==> config.mk <==
export PLATFORM = sky130hd
export DESIGN_NAME = jpeg_dequant
export DESIGN_NICKNAME = d
export VERILOG_FILES = /design/src/rtl/jpeg_dequant.sv
export SDC_FILE = /design/constraint.sdc
export NUM_CORES = 2
export LEC_CHECK = 0
export BUFFER_PORTS_ARGS = -buffer_cell sky130_fd_sc_hd__clkbuf_2
export CAP_MARGIN = 10
export CORE_ASPECT_RATIO = 1.5
export CORE_MARGIN = 1.5
export CORE_UTILIZATION = 54
export CTS_CLUSTER_DIAMETER = 80
export DETAILED_ROUTE_END_ITERATION = 16
export PLACE_DENSITY = 0.8
export SYNTH_ARGS = -nofsm -noshare
export SYNTH_HDL_FRONTEND = slang
export SYNTH_SLANG_ARGS = --single-unit
export TNS_END_PERCENT = 30
==> constraint.sdc <==
create_clock -name clk_i -period 6.55 [get_ports clk_i]
set_input_delay 1.31 -clock clk_i [delete_from_list [all_inputs] [get_ports clk_i]]
set_output_delay 1.31 -clock clk_i [all_outputs]
set_load 0.005 [all_outputs]
==> src/rtl/jpeg_dequant.sv <==
// jpeg_dequant: JPEG coefficient dequantiser.
//   Parses DQT segment bytes into NUM_TABLES x 64 quantisation tables (zigzag
//   order), then multiplies each zigzag-order input coefficient by its table
//   entry and emits it with a natural-order (dezigzagged) index.
//
// Ports:
//   clk_i, rst_i                 clock, synchronous active-high reset
//   img_start_i                  new image: flushes in-flight samples
//   img_dqt_table_{y,cb,cr}_i    table selector per colour component
//   cfg_valid_i/data_i/last_i    DQT byte stream; cfg_accept_o always 1
//   inport_*                     coefficient in (valid/accept), id[31:30] = component
//   outport_*                    dequantised coefficient out (valid/accept)
//
// Optional feature: define JPEG_DEQUANT_SAT_EN to saturate the product to the
// signed OUT_W range instead of wrapping.
module jpeg_dequant #(
  parameter int unsigned DATA_W     = 16,
  parameter int unsigned OUT_W      = 16,
  parameter int unsigned NUM_TABLES = 4,
  localparam int unsigned TBL_W     = $clog2(NUM_TABLES)
) (
  input  logic              clk_i,
  input  logic              rst_i,
  input  logic              img_start_i,
  input  logic [TBL_W-1:0]  img_dqt_table_y_i,
  input  logic [TBL_W-1:0]  img_dqt_table_cb_i,
  input  logic [TBL_W-1:0]  img_dqt_table_cr_i,
  input  logic              cfg_valid_i,
  input  logic [7:0]        cfg_data_i,
  input  logic              cfg_last_i,
  output logic              cfg_accept_o,
  input  logic              inport_valid_i,
  input  logic [DATA_W-1:0] inport_data_i,
  input  logic [5:0]        inport_idx_i,
  input  logic [31:0]       inport_id_i,
  input  logic              inport_eob_i,
  output logic              inport_accept_o,
  output logic              outport_valid_o,
  output logic [OUT_W-1:0]  outport_data_o,
  output logic [5:0]        outport_idx_o,
  output logic [31:0]       outport_id_o,
  output logic              outport_eob_o,
  input  logic              outport_accept_i
);

  localparam int unsigned ENT_W   = 16;
  localparam int unsigned ADDR_W  = TBL_W + 6;
  localparam int unsigned DEPTH   = NUM_TABLES * 64;
  // Signed data x unsigned 16-bit entry always fits in DATA_W + ENT_W + 1 bits.
  localparam int unsigned PROD_W  = DATA_W + ENT_W + 1;

  // Zigzag position -> natural (row-major) coefficient index.
  localparam logic [5:0] ZZ_TO_NAT [64] = '{
    6'd0,  6'd1,  6'd8,  6'd16, 6'd9,  6'd2,  6'd3,  6'd10,
    6'd17, 6'd24, 6'd32, 6'd25, 6'd18, 6'd11, 6'd4,  6'd5,
    6'd12, 6'd19, 6'd26, 6'd33, 6'd40, 6'd48, 6'd41, 6'd34,
    6'd27, 6'd20, 6'd13, 6'd6,  6'd7,  6'd14, 6'd21, 6'd28,
    6'd35, 6'd42, 6'd49, 6'd56, 6'd57, 6'd50, 6'd43, 6'd36,
    6'd29, 6'd22, 6'd15, 6'd23, 6'd30, 6'd37, 6'd44, 6'd51,
    6'd58, 6'd59, 6'd52, 6'd45, 6'd38, 6'd31, 6'd39, 6'd46,
    6'd53, 6'd60, 6'd61, 6'd54, 6'd47, 6'd55, 6'd62, 6'd63
  };

  typedef enum logic [1:0] {
    ST_HDR    = 2'd0,
    ST_ENT_HI = 2'd1,
    ST_ENT_LO = 2'd2
  } parse_state_e;

  // ---------------------------------------------------------------------------
  // DQT parser
  // ---------------------------------------------------------------------------
  parse_state_e       state_q, state_d;
  logic [5:0]         cnt_q, cnt_d;
  logic [7:0]         hi_q, hi_d;
  logic [TBL_W-1:0]   tq_q, tq_d;
  logic               pq16_q, pq16_d;
  logic               drop_q, drop_d;
  logic               tbl_we_c;
  logic [ADDR_W-1:0]  tbl_waddr_c;
  logic [ENT_W-1:0]   tbl_wdata_c;

  assign cfg_accept_o = 1'b1;

  // Parser state and segment context registers.
  always_ff @(posedge clk_i) begin
    if (rst_i) begin
      state_q <= ST_HDR;
      cnt_q   <= '0;
      hi_q    <= '0;
      tq_q    <= '0;
      pq16_q  <= 1'b0;
      drop_q  <= 1'b0;
    end else begin
      state_q <= state_d;
      cnt_q   <= cnt_d;
      hi_q    <= hi_d;
      tq_q    <= tq_d;
      pq16_q  <= pq16_d;
      drop_q  <= drop_d;
    end
  end

  // Next-state and table write generation; every byte is accepted.
  always_comb begin
    state_d     = state_q;
    cnt_d       = cnt_q;
    hi_d        = hi_q;
    tq_d        = tq_q;
    pq16_d      = pq16_q;
    drop_d      = drop_q;
    tbl_we_c    = 1'b0;
    tbl_waddr_c = {tq_q, cnt_q};
    tbl_wdata_c = pq16_q ? {hi_q, cfg_data_i} : {8'd0, cfg_data_i};
    if (cfg_valid_i) begin
      case (state_q)
        ST_HDR: begin
          tq_d    = cfg_data_i[TBL_W-1:0];
          pq16_d  = (cfg_data_i[7:4] == 4'd1);
          // Invalid precision or table id: still walk 64 entries, write none.
          drop_d  = (cfg_data_i[7:4] > 4'd1) ||
                    (5'(cfg_data_i[3:0]) >= 5'(NUM_TABLES));
          cnt_d   = '0;
          state_d = (cfg_data_i[7:4] == 4'd1) ? ST_ENT_HI : ST_ENT_LO;
        end
        ST_ENT_HI: begin
          hi_d    = cfg_data_i;
          state_d = ST_ENT_LO;
        end
        ST_ENT_LO: begin
          tbl_we_c = !drop_q;
          cnt_d    = cnt_q + 6'd1;
          if (cnt_q == 6'd63) begin
            state_d = ST_HDR;
          end else begin
            state_d = pq16_q ? ST_ENT_HI : ST_ENT_LO;
          end
        end
        default: state_d = ST_HDR;
      endcase
      if (cfg_last_i) begin
        state_d = ST_HDR;
      end
    end
  end

  // ---------------------------------------------------------------------------
  // Quantisation table storage (not reset)
  // ---------------------------------------------------------------------------
  logic [ENT_W-1:0] tbl_mem [DEPTH];

  always_ff @(posedge clk_i) begin
    if (tbl_we_c) begin
      tbl_mem[tbl_waddr_c] <= tbl_wdata_c;
    end
  end

  // ---------------------------------------------------------------------------
  // Pipeline control
  // ---------------------------------------------------------------------------
  logic s1_valid_q;
  logic s1_adv_c;
  logic s2_adv_c;
  logic in_xfer_c;

  assign s2_adv_c        = !outport_valid_o || outport_accept_i;
  assign s1_adv_c        = !s1_valid_q || s2_adv_c;
  assign inport_accept_o = s1_adv_c && !img_start_i;
  assign in_xfer_c       = inport_valid_i && inport_accept_o;

  // Component -> table selector; component 3 falls back to table 0.
  logic [TBL_W-1:0]  lk_sel_c;
  logic [ADDR_W-1:0] lk_addr_c;

  always_comb begin
    lk_sel_c = '0;
    case (inport_id_i[31:30])
      2'd0:    lk_sel_c = img_dqt_table_y_i;
      2'd1:    lk_sel_c = img_dqt_table_cb_i;
      2'd2:    lk_sel_c = img_dqt_table_cr_i;
      default: lk_sel_c = '0;
    endcase
    lk_addr_c = {lk_sel_c, inport_idx_i};
  end

  // ---------------------------------------------------------------------------
  // Stage 1: table lookup and sample capture
  // ---------------------------------------------------------------------------
  logic [DATA_W-1:0] s1_data_q;
  logic [5:0]        s1_idx_q;
  logic [31:0]       s1_id_q;
  logic              s1_eob_q;
  logic [ENT_W-1:0]  s1_entry_q;

  always_ff @(posedge clk_i) begin
    if (rst_i) begin
      s1_valid_q <= 1'b0;
    end else if (img_start_i) begin
      s1_valid_q <= 1'b0;
    end else if (s1_adv_c) begin
      s1_valid_q <= inport_valid_i;
    end
  end

  // Read of a location written this same edge returns the old entry.
  always_ff @(posedge clk_i) begin
    if (in_xfer_c) begin
      s1_data_q  <= inport_data_i;
      s1_idx_q   <= inport_idx_i;
      s1_id_q    <= inport_id_i;
      s1_eob_q   <= inport_eob_i;
      s1_entry_q <= tbl_mem[lk_addr_c];
    end
  end

  // ---------------------------------------------------------------------------
  // Stage 2: multiply, wrap or saturate, dezigzag
  // ---------------------------------------------------------------------------
  logic [PROD_W-1:0] op_a_c;
  logic [PROD_W-1:0] op_b_c;
  logic [PROD_W-1:0] prod_c;
  logic [OUT_W-1:0]  res_c;

  // Operands are extended to the full product width so an unsigned multiply
  // yields the exact two's-complement product.
  always_comb begin
    op_a_c = {{(PROD_W - DATA_W){s1_data_q[DATA_W-1]}}, s1_data_q};
    op_b_c = {{(PROD_W - ENT_W){1'b0}}, s1_entry_q};
    prod_c = op_a_c * op_b_c;
  end

`ifdef JPEG_DEQUANT_SAT_EN
  localparam int unsigned HI_W = PROD_W - OUT_W + 1;
  logic [HI_W-1:0] prod_hi_c;

  // In range when all bits from the OUT_W sign bit upward agree.
  always_comb begin
    prod_hi_c = prod_c[PROD_W-1:OUT_W-1];
    if ((prod_hi_c == '0) || (prod_hi_c == '1)) begin
      res_c = prod_c[OUT_W-1:0];
    end else if (prod_c[PROD_W-1]) begin
      res_c = {1'b1, {(OUT_W-1){1'b0}}};
    end else begin
      res_c = {1'b0, {(OUT_W-1){1'b1}}};
    end
  end
`else
  always_comb begin
    res_c = prod_c[OUT_W-1:0];
  end
`endif

  // Output register; payload only moves on a real S1 -> S2 transfer.
  always_ff @(posedge clk_i) begin
    if (rst_i) begin
      outport_valid_o <= 1'b0;
      outport_data_o  <= '0;
      outport_idx_o   <= '0;
      outport_id_o    <= '0;
      outport_eob_o   <= 1'b0;
    end else if (img_start_i) begin
      outport_valid_o <= 1'b0;
    end else if (s2_adv_c) begin
      outport_valid_o <= s1_valid_q;
      if (s1_valid_q) begin
        outport_data_o <= res_c;
        outport_idx_o  <= ZZ_TO_NAT[s1_idx_q];
        outport_id_o   <= s1_id_q;
        outport_eob_o  <= s1_eob_q;
      end
    end
  end

endmodule

==> impl_results.md <==
* CP Buf/Inv Count at 3
* Via count at 84117
* DRT iter0 DRCs at 13487
* Post-route cell area at 185700 um2
* Syn Nets at 7527
* Critical path class: flip-flop to flip-flop
* Mux contribution to synthesized area at 18.06%
* Slew HR at 2.277%
* Max-cap viol count at 0
* Drt first pass iters at 6
* Crit-path cells: nand2_1, fa_1, inv_1, fa_1, ha_1, inv_1, fa_1, fa_1, fa_1, inv_1, ha_1, a2111oi_0, o31ai_1, o41ai_1, xnor2_1, nand2_1, a21oi_1
* Worst stage delay on the critical path at 650 ps
* CTS Hold Bufs at 0
* Dpl hpwl at 239200 um
* Core area at 306600 um2
* Rows at 249
* Fin util at 60.56%
* Worst slew pin tran at 1466 ps
* CP Launch Type: flip-flop
* Met3 Use GR at 5.782%
* Post-CTS Setup Repair Bufs at 0
* Setup TNS at 0 ps
* Dpl cell area at 174200 um2
* Routed length per placed instance at 37.23 um
* Clock Skew at 61.05 ps
* Largest delay share family, worst path: adder cells
* Crit share post-route at 82.91%
* Largest net degree at the start of global routing at 209
* Peak Freq at 184.1 MHz
* Worst hold path type: flip-flop to flip-flop
* TritonCTS buffer count at 352
* H-tree levels at 5
* Cts repair resizes at 0
* Worst-skew pair later-pin latency at 920 ps
* Post-route insts no fill at 12110
* Final hold slack at 459.6 ps
* Vias in the first global route at 85535
* Synth Area in Compound Gates at 0.8758%
* Fin crit period at 5431 ps
* Layout cells sized above 1 at 29.68%
* Die Y at 682.9 um
* Netlist cell types at 52
* CP Data Required Time at 7390 ps
* P&R area growth vs syn at 11.55%
* Gpl congestion at 0.8693
* TritonCTS clock tree: yes
* Nets@finish at 8025
* Worst VDD drop at 0.0003376 V
* Simple-Gate Fraction of Synth Area at 1.795%
* Run status: completed
* CP Capture Type: flip-flop
* # DRC at 0
* Cell mode on critical path: fa_1
* Clock Tree Buf Depth at 4
* RSZ-0062 raised after global routing: false
* Final hold violations at 0
* Critical path's slowest cell: edfxtp_1
* Top_reg_cell synth: edfxtp_1
* Routed Antenna Nets at 0
* CTS Root Cell: clkbuf_16
* M1 GR Usage at 34.40%
* Final wirelength at 450900 um
* Power Total at 55.61 mW
* Syn avg cell area at 22.82 um2
* CP Max Fanout at 15
* I/O Pins at 134
* Clock slew at reported path FFs at 70 ps
* Worst EP arrival at 6270 ps
* Post-Synth XOR/XNOR Area at 0.2398%
* First-pass GRT wire length at 641000 um
* Die W at 456.3 um
* Largest family of logic cells by synthesized area: multiplexers
* Via density at 6.946
* Place WS at 1088 ps
* Post-route setup slack at 1119 ps
* FF+latch count, synth at 4244
* LEAKAGE at 55.45 nW
* Adder-cell share of the synthesized area at 1.537%
* Initial core utilization at 54.29%
* Ys Warns at 0
* Seq/Total Area, Yosys at 76.11%
* Cells after DPL at 11450
* Number of synthesized flops with an enable pin at 4167
* Cells after Synth at 7294
* Pins Over Slew Limit at 0
* Clk sink count at 4244
* Cell Area, Synth at 166400 um2
* GRT Util Overall at 28.87%
* Die area at 311600 um2
* # setup viols final at 0
* Most crowded layer after global routing: met2
* GRT overflow at 0
* Ys async rst share at 0%
* Met2 usage at 48.59%
* Cell Pwr Density at 299.5 nW/um2
* Antenna violations before repair at 28
* Port bufs at 132
## per-layer routing
metal	up-vias	wire, um
met3	1524	48160
met1	43696	141500
met4	20	34290
li1	31465	-
met5	-	120
met2	7412	226800
## power breakdown
part | leakage (nW) | internal, mW | switching (mW) | total [mW]
combinational | 14.2 | 1.96 | 2.56 | 4.51
sequential | 35.7 | 29.6 | 0.0798 | 29.7
clock | 5.55 | 11.6 | 9.80 | 21.4
## state kept, by name (all words and copies together), names as in the netlist, 2 cells and up
name,flops
outport_id_o,32
tq_q,2
hi_q,8
outport_idx_o,6
state_q,2
cnt_q,6
s1_data_q,16
tbl_mem,4096
s1_entry_q,16
s1_id_q,32
outport_data_o,16
s1_idx_q,6
## cells in the mapped netlist, drive strengths merged (2+ instances only)
cell type,instances,area share (%)
edfxtp,4167,75
mux4,1282,17
nor2,306,0.69
clkbuf,216,0.49
nand2,203,0.46
buf,190,0.59
inv,132,0.30
mux2i,83,0.50
and2,80,0.30
fa,79,0.95
ha,78,0.59
dfxtp,77,0.93
a21oi,72,0.22
a22oi,34,0.15
o211ai,34,0.15
xnor2,34,0.18
mux2,32,0.22
nand3,32,0.096
o21ai,21,0.063
and3,19,0.071
a221oi,17,0.089
nor3,17,0.051
o22ai,16,0.060
nor2b,15,0.056
a211oi,10,0.045
xor2,9,0.047
or3,6,0.023
nand2b,5,0.019
a21o,3,0.014
a2111oi,2,0.011
a311oi,2,0.011
a31oi,2,0.0075
nand3b,2,0.0090
nand4,2,0.0075
o2111ai,2,0.011
## worst reg2reg max path, delay by kind of cell (launching register included)
kind / cells / cell delay, ps
fa+ha+maj: 7 / 2930
flops: 1 / 650
xor+xnor: 1 / 160
compound gates: 4 / 1270
buf+inv: 3 / 150
simple gates: 2 / 220
## final timing paths
path	slack, ps	cells after the start	startpoint	end
setup / recovery	1120	17	s1_data_q[1]	outport_data_o[14]
hold / removal	460	2	outport_id_o[25]	outport_id_o[25]
setup reg to reg	1120	17	s1_data_q[1]	outport_data_o[14]
hold reg to reg	460	2	outport_id_o[25]	outport_id_o[25]
## layout by cell type (no fill, tap or decap), types with 46 or more instances in the layout
cell type and count:
and2_1 71, dfxtp_1 77, buf_4 372, clkinv_1 75
mux4_2 1282, clkbuf_1 55, clkbuf_2 119, clkinv_2 62
mux2i_1 83, ha_1 78, buf_12 46, nor2_1 305
clkbuf_16 364, a21oi_1 72, fa_1 79, edfxtp_1 4167
nand2_1 203, inv_1 132
## cell type report
class / instances / area [um2]
flip-flops and latches: 4244 / 126700
fillers: 19115 / 120900
multi-input cells: 2512 / 37560
clock buffers: 422 / 9356
well taps: 4016 / 5025
repair buffers: 550 / 4503
clock inverters: 215 / 2003
inverters: 132 / 495.5
diodes: 19 / 47.55
## cell families (layout without fill, tap and decap cells)
logic type / after synthesis / count (layout)
flip-flops: 4244 / 4244
multiplexers: 1397 / 1397
AND/OR/NAND/NOR: 690 / 690
buffers and inverters: 538 / 1319
AO/OA/AOI/OAI: 223 / 223
adder cells (fa/ha/maj): 157 / 157
XOR/XNOR: 44 / 44
other: 1 / 20
Power figures use the tool's default switching activity.
